==> config.mk <==
export PLATFORM = sky130hd
export DESIGN_NAME = mem_arbiter
export DESIGN_NICKNAME = d
export VERILOG_FILES = /design/src/rtl/mem_arbiter.sv
export SDC_FILE = /design/constraint.sdc
export NUM_CORES = 1
export LEC_CHECK = 0
export ABC_AREA = 0
export ABC_CLOCK_PERIOD_IN_PS = 5300
export CAP_MARGIN = 0
export CORE_AREA = 2 2 269 271
export DETAILED_ROUTE_END_ITERATION = 8
export DIE_AREA = 0 0 271 273
export PLACE_DENSITY = 0.36
export SYNTH_ARGS = -nofsm -noshare
export SYNTH_HDL_FRONTEND = slang
export SYNTH_SLANG_ARGS = --single-unit
==> constraint.sdc <==
create_clock -name clk -period 5.3 [get_ports clk]
set_input_delay 1.59 -clock clk [delete_from_list [all_inputs] [get_ports clk]]
set_output_delay 1.59 -clock clk [all_outputs]
set_load 0.02 [all_outputs]
==> src/rtl/mem_arbiter.sv <==
// mem_arbiter
//   Shares the single pmem/L2 line port between the instruction cache (read-only)
//   and the data cache (read/write). A registered grant FSM latches each request
//   so pmem sees stable signals for the whole transaction. D-cache has default
//   priority; a streak counter bounds consecutive D grants while an I request
//   waits, so the I-cache cannot starve.
//
//   Optional feature: define MEM_ARB_PERF_CNT_EN to add three 16-bit wrapping
//   performance counters (perf_i_grants, perf_d_grants, perf_conflicts).
//
// Ports
//   clk, reset              clock, asynchronous active-high reset
//   icache_pmem_*           I-cache side: read level + address in, resp/rdata out
//   dcache_pmem_*           D-cache side: read/write levels, address, wdata in,
//                           resp/rdata out
//   pmem_*                  memory side: read/write strobes, address, wdata out,
//                           resp/rdata in
//   perf_*                  (MEM_ARB_PERF_CNT_EN only) grant and conflict counters
module mem_arbiter #(
   parameter int unsigned ADDR_WIDTH   = 16,
   parameter int unsigned LINE_WIDTH   = 128,
   parameter int unsigned MAX_D_STREAK = 4
) (
   input  logic                  clk,
   input  logic                  reset,
   input  logic                  icache_pmem_read,
   input  logic [ADDR_WIDTH-1:0] icache_pmem_address,
   output logic                  icache_pmem_resp,
   output logic [LINE_WIDTH-1:0] icache_pmem_rdata,
   input  logic                  dcache_pmem_read,
   input  logic                  dcache_pmem_write,
   input  logic [ADDR_WIDTH-1:0] dcache_pmem_address,
   input  logic [LINE_WIDTH-1:0] dcache_pmem_wdata,
   output logic                  dcache_pmem_resp,
   output logic [LINE_WIDTH-1:0] dcache_pmem_rdata,
   output logic                  pmem_read,
   output logic                  pmem_write,
   output logic [ADDR_WIDTH-1:0] pmem_address,
   output logic [LINE_WIDTH-1:0] pmem_wdata,
   input  logic                  pmem_resp,
   input  logic [LINE_WIDTH-1:0] pmem_rdata
`ifdef MEM_ARB_PERF_CNT_EN
   ,
   output logic [15:0]           perf_i_grants,
   output logic [15:0]           perf_d_grants,
   output logic [15:0]           perf_conflicts
`endif
);

   localparam logic [1:0] s_idle    = 2'd0;
   localparam logic [1:0] s_serve_i = 2'd1;
   localparam logic [1:0] s_serve_d = 2'd2;
   localparam logic [1:0] s_release = 2'd3;

   localparam logic [3:0] MaxStreak = 4'(MAX_D_STREAK);

   logic [1:0]            state_q, state_d;
   logic [3:0]            streak_q, streak_d;
   logic                  lat_write_q;
   logic [ADDR_WIDTH-1:0] lat_addr_q;
   logic [LINE_WIDTH-1:0] lat_wdata_q;

   logic d_req;
   logic grant_d;
   logic grant_i;
   logic serve_i;
   logic serve_d;

   // Arbitration is only evaluated in s_idle; D wins unless the I-cache has
   // already waited through MAX_D_STREAK consecutive D grants.
   always_comb begin
      d_req   = dcache_pmem_read | dcache_pmem_write;
      grant_d = 1'b0;
      grant_i = 1'b0;
      if (state_q == s_idle) begin
         if (d_req && (!icache_pmem_read || (streak_q < MaxStreak))) begin
            grant_d = 1'b1;
         end else if (icache_pmem_read) begin
            grant_i = 1'b1;
         end
      end
   end

   always_comb begin
      state_d = state_q;
      case (state_q)
         s_idle: begin
            if (grant_d) begin
               state_d = s_serve_d;
            end else if (grant_i) begin
               state_d = s_serve_i;
            end
         end
         s_serve_i, s_serve_d: begin
            if (pmem_resp) begin
               state_d = s_release;
            end
         end
         s_release: state_d = s_idle;
         default:   state_d = s_idle;
      endcase
   end

   always_comb begin
      streak_d = streak_q;
      if (grant_i) begin
         streak_d = 4'd0;
      end else if (grant_d) begin
         if (icache_pmem_read) begin
            streak_d = (streak_q == MaxStreak) ? streak_q : streak_q + 4'd1;
         end else begin
            streak_d = 4'd0;
         end
      end
   end

   always_ff @(posedge clk or posedge reset) begin
      if (reset) begin
         state_q     <= s_idle;
         streak_q    <= 4'd0;
         lat_write_q <= 1'b0;
         lat_addr_q  <= '0;
         lat_wdata_q <= '0;
      end else begin
         state_q  <= state_d;
         streak_q <= streak_d;
         if (grant_d) begin
            // A simultaneous read+write from the D-cache is treated as a write.
            lat_write_q <= dcache_pmem_write;
            lat_addr_q  <= dcache_pmem_address;
            lat_wdata_q <= dcache_pmem_wdata;
         end else if (grant_i) begin
            lat_write_q <= 1'b0;
            lat_addr_q  <= icache_pmem_address;
            lat_wdata_q <= '0;
         end
      end
   end

   // pmem sees only the latched copy, so requesters may change or drop their
   // lines mid-transaction without disturbing memory.
   always_comb begin
      serve_i           = (state_q == s_serve_i);
      serve_d           = (state_q == s_serve_d);
      pmem_read         = serve_i | (serve_d & ~lat_write_q);
      pmem_write        = serve_d & lat_write_q;
      pmem_address      = lat_addr_q;
      pmem_wdata        = lat_wdata_q;
      icache_pmem_resp  = serve_i & pmem_resp;
      dcache_pmem_resp  = serve_d & pmem_resp;
      icache_pmem_rdata = pmem_rdata;
      dcache_pmem_rdata = pmem_rdata;
   end

`ifdef MEM_ARB_PERF_CNT_EN
   logic [15:0] perf_i_q;
   logic [15:0] perf_d_q;
   logic [15:0] perf_conf_q;
   logic        conflict;

   assign conflict = (state_q == s_idle) & icache_pmem_read & d_req;

   always_ff @(posedge clk or posedge reset) begin
      if (reset) begin
         perf_i_q    <= 16'd0;
         perf_d_q    <= 16'd0;
         perf_conf_q <= 16'd0;
      end else begin
         if (grant_i) begin
            perf_i_q <= perf_i_q + 16'd1;
         end
         if (grant_d) begin
            perf_d_q <= perf_d_q + 16'd1;
         end
         if (conflict) begin
            perf_conf_q <= perf_conf_q + 16'd1;
         end
      end
   end

   assign perf_i_grants  = perf_i_q;
   assign perf_d_grants  = perf_d_q;
   assign perf_conflicts = perf_conf_q;
`endif

endmodule

After elaboration in Yosys (flattened, before gate mapping)
Cells that the tools add are included.

Input bits: 294. Register bits: 151. Logic and storage cells: 48.

Magnitude comparators: 1. $add $sub $neg: 1. Equality and inequality tests: 7. Reduce and logical (&&, ||, !) cells: 8. Bitwise logic cells: 7. Multiplexer cells: 19.

Operator list (number): 128-bit 2-to-1 mux (2); 16-bit 2-to-1 mux (2); 4-bit 2-to-1 mux (4); 1-bit 2-to-1 mux (7); 2-bit 2-to-1 mux (3); 3-bit inequality test, second input constant (2); 2-bit case mux with 3 select lines (1); 4-bit by 1-bit adder with 4-bit output, second input constant (1); 1-bit bitwise AND (4); 2-bit equality test, second input constant (2); 4-bit by 3-bit equality test with 1-bit output, second input constant (1); 4-bit by 3-bit less-than comparator with 1-bit output, second input constant (1); 2-bit AND reduction (2); 2-bit by 1-bit equality test with 1-bit output, second input constant (1); 2-bit zero test (1); 2-bit inequality test, second input constant (1); 1-bit OR (2); 2-bit nonzero test (1); 2-bit OR reduction (1); 1-bit logical AND (1); 1-bit zero test (1); 1-bit logical OR (1); 1-bit inverter (1).

Logic depth before layout (Yosys ltp)
Gate-level depths: netlist of run 1.

Depth after elaboration: 8. Gate-level depth with buffers: 7. Mapped depth without buffers: 5.

Least setup slack after synthesis of run 1
OpenSTA, ideal clock, no wires.

Path type: input port to output port. Start: input pmem_resp. End: output dcache_pmem_resp. Setup slack: 1904 ps. Stages: 1. Buffers on the path: 0. Arrival: 1806 ps. Cell sequence: and2_1.

Longest elaborated chain between the ends: 1.

RTL lines: start: declaration (RTL line 40) `input logic pmem_resp,`; 1-bit bitwise AND (RTL line 150) `dcache_pmem_resp = serve_d & pmem_resp;`; end: declaration (RTL line 34) `output logic dcache_pmem_resp,`.

Every way passes these cells.

Final worst setup path of run 1
Start: input pmem_resp. End: output icache_pmem_resp.

Longest elaborated chain between the ends: 1.

RTL lines: 1-bit bitwise AND (RTL line 149) `icache_pmem_resp = serve_i & pmem_resp;`; end: declaration (RTL line 28) `output logic icache_pmem_resp,`.

Every way passes these cells.

==> reports/qor.txt, run 1 <==
RSZ-0062 raised after global routing -> no
Vias -> 4994
Clock network fraction of total power -> 0.212
Io pins -> 698
Vias in the first global route -> 5446
Final WL -> 25.33 mm
Fin. Hold Viols -> 0
DRC -> 0
WP buf/inv -> 2
Detailed placement HPWL -> 18.07 mm
Mapped Area -> 7679 sq um
CTS sink count -> 151
Hold Path Class -> reg2reg
EDFF count, synth -> 0
Grt ovf -> 0
I/O Buffers -> 313
Register bit total from synthesis -> 151
Worst path max stage delay -> 0.61 ns
Largest net degree at the start of global routing -> 93
Yosys top cell area share -> 0.4921
Net Switching -> 2.433 mW
Power Dens Cells -> 596.3 nW/um^2
Count leader, synth -> buf_4
Largest cells by area after synthesis -> dfrtp_1 (49%), buf_4 (26%), a22o_1 (15%), o31ai_1 (1.6%), buf_2 (1.4%)
Period utilization -> 0.8326
Worst reg-to-reg setup slack -> 3.11 ns
Sw Ratio -> 0.3838
Clock slew at reported path FFs -> 0.07 ns
Initial DRC count -> 131
Largest delay share family, worst path -> buffers and inverters
Final ANT Viol Nets -> 0
Leakage power -> 4.190 nW
Post-Syn Instances -> 673
Detailed Routing Iterations Pass 1 -> 4
Total Nets Final -> 1020
Status -> completed
Total Neg Setup Slack -> 0 ns
CTS H-tree depth -> 4
Crit-path cells -> clkdlybuf4s50_1 -> and2_1 -> clkdlybuf4s50_1
CTS Buf Count -> 17
Combinational Power Share -> 0.480
Core area -> 71000 sq um
Rows -> 98
Kind of critical path -> in2out
WL/cell -> 15.04 um
Worst-Skew Late Latency -> 0.47 ns
Avg Inst Size Synth -> 11.41 sq um
Post-synth top cells -> buf_4 (270), dfrtp_1 (151), a22o_1 (131)
Area delta synth->final -> 38.42%
# setup viols final -> 0
Async S/R FF share, synth -> 1.000
Seq/Total Area, Yosys -> 0.4921
Req. time, crit path -> 3.71 ns
CTS Buffer Depth -> 2
Max Cap Violations -> 0
Die height -> 273 um
Worst path slowest cell -> clkdlybuf4s50_1
Max-slew violation count -> 0
Int Power -> 3.905 mW
CTS tree -> built
Fraction of layout cells with a size suffix above 1 -> 0.06412
Min Tclk post-route -> 4.413 ns
Initial antenna violation count -> 4
CP endpoint kind -> primary output
Rel. slew slack -> 0.5026
Synth unique cells -> 25
Die width -> 271 um
Initial Util -> 0.1082
Gpl congestion -> 0.7007
Die area -> 73980 sq um
First-pass GRT wire length -> 37.16 mm
Ys flop type -> dfrtp_1
Type of origin of the critical path -> primary input
Worst slack, placed -> 0.8785 ns
Total GRT Usage -> 0.06928
Fmax -> 226.6 MHz
CP most frequent cell -> clkdlybuf4s50_1
Ys Warns -> 0
Setup slack after layout -> 0.8874 ns
Cts repair resizes -> 0
Syn Nets -> 973
Reg power frac -> 0.307
Vias/cell -> 2.966
Hold_buf cts -> 0
Setup bufs post-CTS -> 0
CP Max Fanout -> 3
Clock skew -> 0.01246 ns
Dominant cell type by area after synthesis -> dfrtp_1
Tightest Pin Transition -> 0.7454 ns
Clock Tree Root -> clkbuf_16
Peak VDD IR -> 0.0002033 V
Arrival time worst endpoint -> 2.82 ns
cells by family after synthesis:
kind of cell / share of synthesized area
flip-flops: 0.4921
buffers and inverters: 0.2825
adder cells (fa/ha/maj): 0.009777
AND/OR/NAND/NOR: 0.02640
AO/OA/AOI/OAI: 0.1849
multiplexers: 0.004236
worst min-delay path, cell delays in order, from the launching register on:
cell and delay [ns]:
dfrtp_1 0.35, nand2_1 0.05, o31ai_1 0.05
per-layer routing:
layer | vias up | wire length, um | GRT usage
met4 | 6 | 1557 | 0.05627
met2 | 333 | 11430 | 0.1030
li1 | 2201 | - | -
met1 | 2354 | 9230 | 0.06982
met3 | 100 | 3078 | 0.04165
met5 | - | 34 | 0
registers in the layout, indices dropped and copies added, names as in the netlist:
| name | flops |
|---|---|
| lat_write_q | 1 |
| state_q | 2 |
| pmem_wdata | 128 |
| pmem_address | 16 |
| streak_q | 4 |
power by group through the flow:
stage	Sequential (mW)	Clock, mW	Combinational [mW]
2_1_floorplan	2.54	0	1.30
3_3_place_gp	1.97	0	3.11
3_5_place_dp	1.97	0	3.12
4_1_cts	1.96	1.44	3.13
5_1_grt	2.02	1.48	3.28
6_report	1.95	1.35	3.04
cell type report:
type	instances	area, sq um
clock buffers	18	439.2
repair buffers	321	3268
multi-input cells	221	1742
clock inverters	14	176.4
diodes	1	2.502
flip-flops and latches	151	3779
inverters	8	33.78
well taps	950	1189
fillers	7898	60370
final timing paths:
kind	to	start	cells after the start
max in group asynchronous	pmem_wdata[19]$_DFFE_PP0P_	reset	3
min in group asynchronous	pmem_wdata[122]$_DFFE_PP0P_	reset	2
worst max-delay path	icache_pmem_resp	pmem_resp	3
worst max register to register	pmem_wdata[107]$_DFFE_PP0P_	streak_q[3]$_DFFE_PP0P_	4
worst min-delay path	pmem_address[12]$_DFFE_PP0P_	pmem_address[12]$_DFFE_PP0P_	2
worst min register to register	pmem_address[12]$_DFFE_PP0P_	pmem_address[12]$_DFFE_PP0P_	2
through the flow:
stage | hold slack (ns) | instance area [sq um] | cells | util | power, mW
floorplan | 0.4875 | 7682 | 673 | - | 3.841
global route | 0.5133 | 10630 | 1684 | 0.1497 | 6.776
CTS | 0.4949 | 10630 | 1683 | 0.1497 | 6.522
global placement | 0.4630 | 10010 | 1651 | 0.1410 | 5.084
detailed placement | 0.4723 | 10010 | 1651 | 0.1410 | 5.085
finish | 0.4835 | 10630 | 1684 | 0.1497 | 6.338
placed cells by master (no fill, tap or decap), types with 2 or more instances in the layout:
master	netlist	layout
a22o_1	131	131
inv_8	0	3
ha_1	6	6
bufinv_16	0	2
a31oi_1	2	2
inv_1	8	7
inv_6	0	7
o21a_1	2	2
a21oi_1	16	16
o31ai_1	16	16
dfrtp_1	151	151
buf_4	270	2
nand2_1	16	16
clkbuf_16	0	17
and2_1	5	4
clkdlybuf4s50_1	0	313
nor3_1	16	16
buf_12	0	6
Power figures use the tool's default switching activity.
==> run 2, diff against run 1 <==
- ABC_CLOCK_PERIOD_IN_PS: 5300 -> 3900
- clock period: 5.3 -> 3.9 ns (I/O delays scaled with it)
==> reports/qor.txt, run 2 (synthesized netlist as in run 1, its figures left out) <==
Status -> completed
Peak VDD IR -> 0.0002528 V (+24%)
Commonest non-fill, non-tap cell in the layout -> clkdlybuf4s50_1
Rows -> 98 (unchanged)
CTS Buf Count -> 17 (unchanged)
Type of origin of the critical path -> primary input
Leakage power -> 4.193 nW (about the same)
Worst R2R Start -> streak_q[3]$_DFFE_PP0P_
Arrival time worst endpoint -> 2.39 ns (-0.43 ns)
RSZ-0062 raised after global routing -> no
Power Dens Cells -> 801.9 nW/um^2 (+34%)
CP endpoint kind -> primary output
CP Max Fanout -> 3 (unchanged)
Die width -> 271 um (unchanged)
Area delta synth->final -> 38.67%
Hold Startpoint -> pmem_address[1]$_DFFE_PP0P_
Kind of critical path -> in2out
Io pins -> 698 (unchanged)
Gpl congestion -> 0.6990 (-0.24%)
Largest net degree at the start of global routing -> 80 (-14%)
Detailed placement HPWL -> 18.08 mm (about the same)
Initial antenna violation count -> 2 (-2)
Hold WS -> 0.4825 ns (-0.001001 ns)
Hold_buf cts -> 0 (unchanged)
Total GRT Usage -> 0.06829 (-0.0009862)
Clock Tree Root -> clkbuf_16
CP most frequent cell -> clkdlybuf4s50_1
WL/cell -> 14.92 um (-0.81%)
CTS H-tree depth -> 4 (unchanged)
Clock slew at reported path FFs -> 0.08 ns (about the same)
Setup bufs post-CTS -> 0 (unchanged)
Vias/cell -> 3.014 (+1.6%)
Max FFs per register -> 128 (unchanged)
Initial DRC count -> 177 (+35%)
Max Cap Violations -> 0 (unchanged)
Initial Util -> 0.1082 (unchanged)
Clock skew -> 0.01271 ns (+0.0002520 ns)
Detailed Routing Iterations Pass 1 -> 4 (unchanged)
Diodes inserted -> 0 (-1)
Worst path slowest cell -> clkdlybuf4s50_1
Req. time, crit path -> 2.73 ns (-0.98 ns)
Final ANT Viol Nets -> 0 (unchanged)
Crit-path cells -> clkdlybuf4s50_1 -> and2_1 -> clkdlybuf4s50_1
Worst path max stage delay -> 0.60 ns (about the same)
DRC -> 0 (unchanged)
Vias -> 5078 (+1.7%)
Area of placed instances -> 10040 sq um (+0.27%)
Fraction of layout cells with a size suffix above 1 -> 0.06667 (+0.002547)
Vias in the first global route -> 5474 (+0.51%)
CTS tree -> built
CTS sink count -> 151 (unchanged)
Period utilization -> 0.9132
Total Nets Final -> 1022 (+0.20%)
Tightest Pin Transition -> 0.6280 ns (-0.1173 ns)
Max-slew violation count -> 0 (unchanged)
CTS Buffer Depth -> 2 (unchanged)
Commonest cells after routing, fill and taps aside -> clkdlybuf4s50_1 (313), dfrtp_1 (151), a22o_1 (131), clkbuf_16 (17)
Hold Path Class -> reg2reg
Power, Total -> 8.538 mW (+35%)
# setup viols final -> 0 (unchanged)
Worst-Skew Late Latency -> 0.48 ns (about the same)
Fin. Hold Viols -> 0 (unchanged)
Finished Cell Area -> 10650 sq um (+0.18%)
Crit path from -> pmem_resp
Die height -> 273 um (unchanged)
Fmax -> 280.8 MHz
Min Tclk post-route -> 3.562 ns
Core area -> 71000 sq um (unchanged)
I/O Buffers -> 313 (unchanged)
Cts repair resizes -> 0 (unchanged)
Grt ovf -> 0 (unchanged)
Rel. slew slack -> 0.5813 (+0.07877)
Final WL -> 25.14 mm (-0.75%)
Total Neg Setup Slack -> 0 ns (unchanged)
First-pass GRT wire length -> 36.71 mm (-1.2%)
Die area -> 73980 sq um (unchanged)
run 2: cell type report:
cell class	instances	area, sq um
multi-input cells	221	1742
flip-flops and latches	151	3779
clock inverters	15	183.9
fillers	7877	60350
clock buffers	17	425.4
repair buffers	323	3296
well taps	950	1189
inverters	8	33.78
run 2: worst paths after layout:
| check | slack, ns | to | cells after the start |
|---|---|---|---|
| min | 0.48 | pmem_address[1]$_DFFE_PP0P_ | 2 |
| min in group asynchronous | 1.07 | pmem_wdata[105]$_DFFE_PP0P_ | 2 |
| max in group asynchronous | 2.02 | pmem_wdata[35]$_DFFE_PP0P_ | 3 |
| max reg2reg | 1.91 | pmem_wdata[91]$_DFFE_PP0P_ | 4 |
| min reg2reg | 0.48 | pmem_address[1]$_DFFE_PP0P_ | 2 |
| max | 0.34 | dcache_pmem_resp | 3 |
run 2: power by group:
part           total [mW]  switching (mW)  internal [mW]
sequential           2.65           0.386           2.26
combinational        4.15            2.08           2.07
clock                1.74           0.869          0.867
run 2: critical path: cells and delay by family:
family | cells | cell delay [ns]
buf+inv | 2 | 1.09
simple gates | 1 | 0.13
run 2: per-layer routing:
metal / GRT usage / vias up / part of all wire
met5: 0 / - / 0.0011
met4: 0.05379 / 4 / 0.060
met3: 0.04305 / 107 / 0.12
met2: 0.1069 / 332 / 0.47
met1: 0.06399 / 2440 / 0.34
li1: - / 2195 / -
run 2: metrics by stage:
stage          setup slack [ns]    util  std cells
6_report                 0.3384  0.1500       1685
5_1_grt                  0.2853  0.1500       1685
4_1_cts                  0.3312  0.1500       1685
3_5_place_dp             0.3402  0.1414       1653
3_3_place_gp             0.3191  0.1414       1653
2_1_floorplan            0.8270       -        673
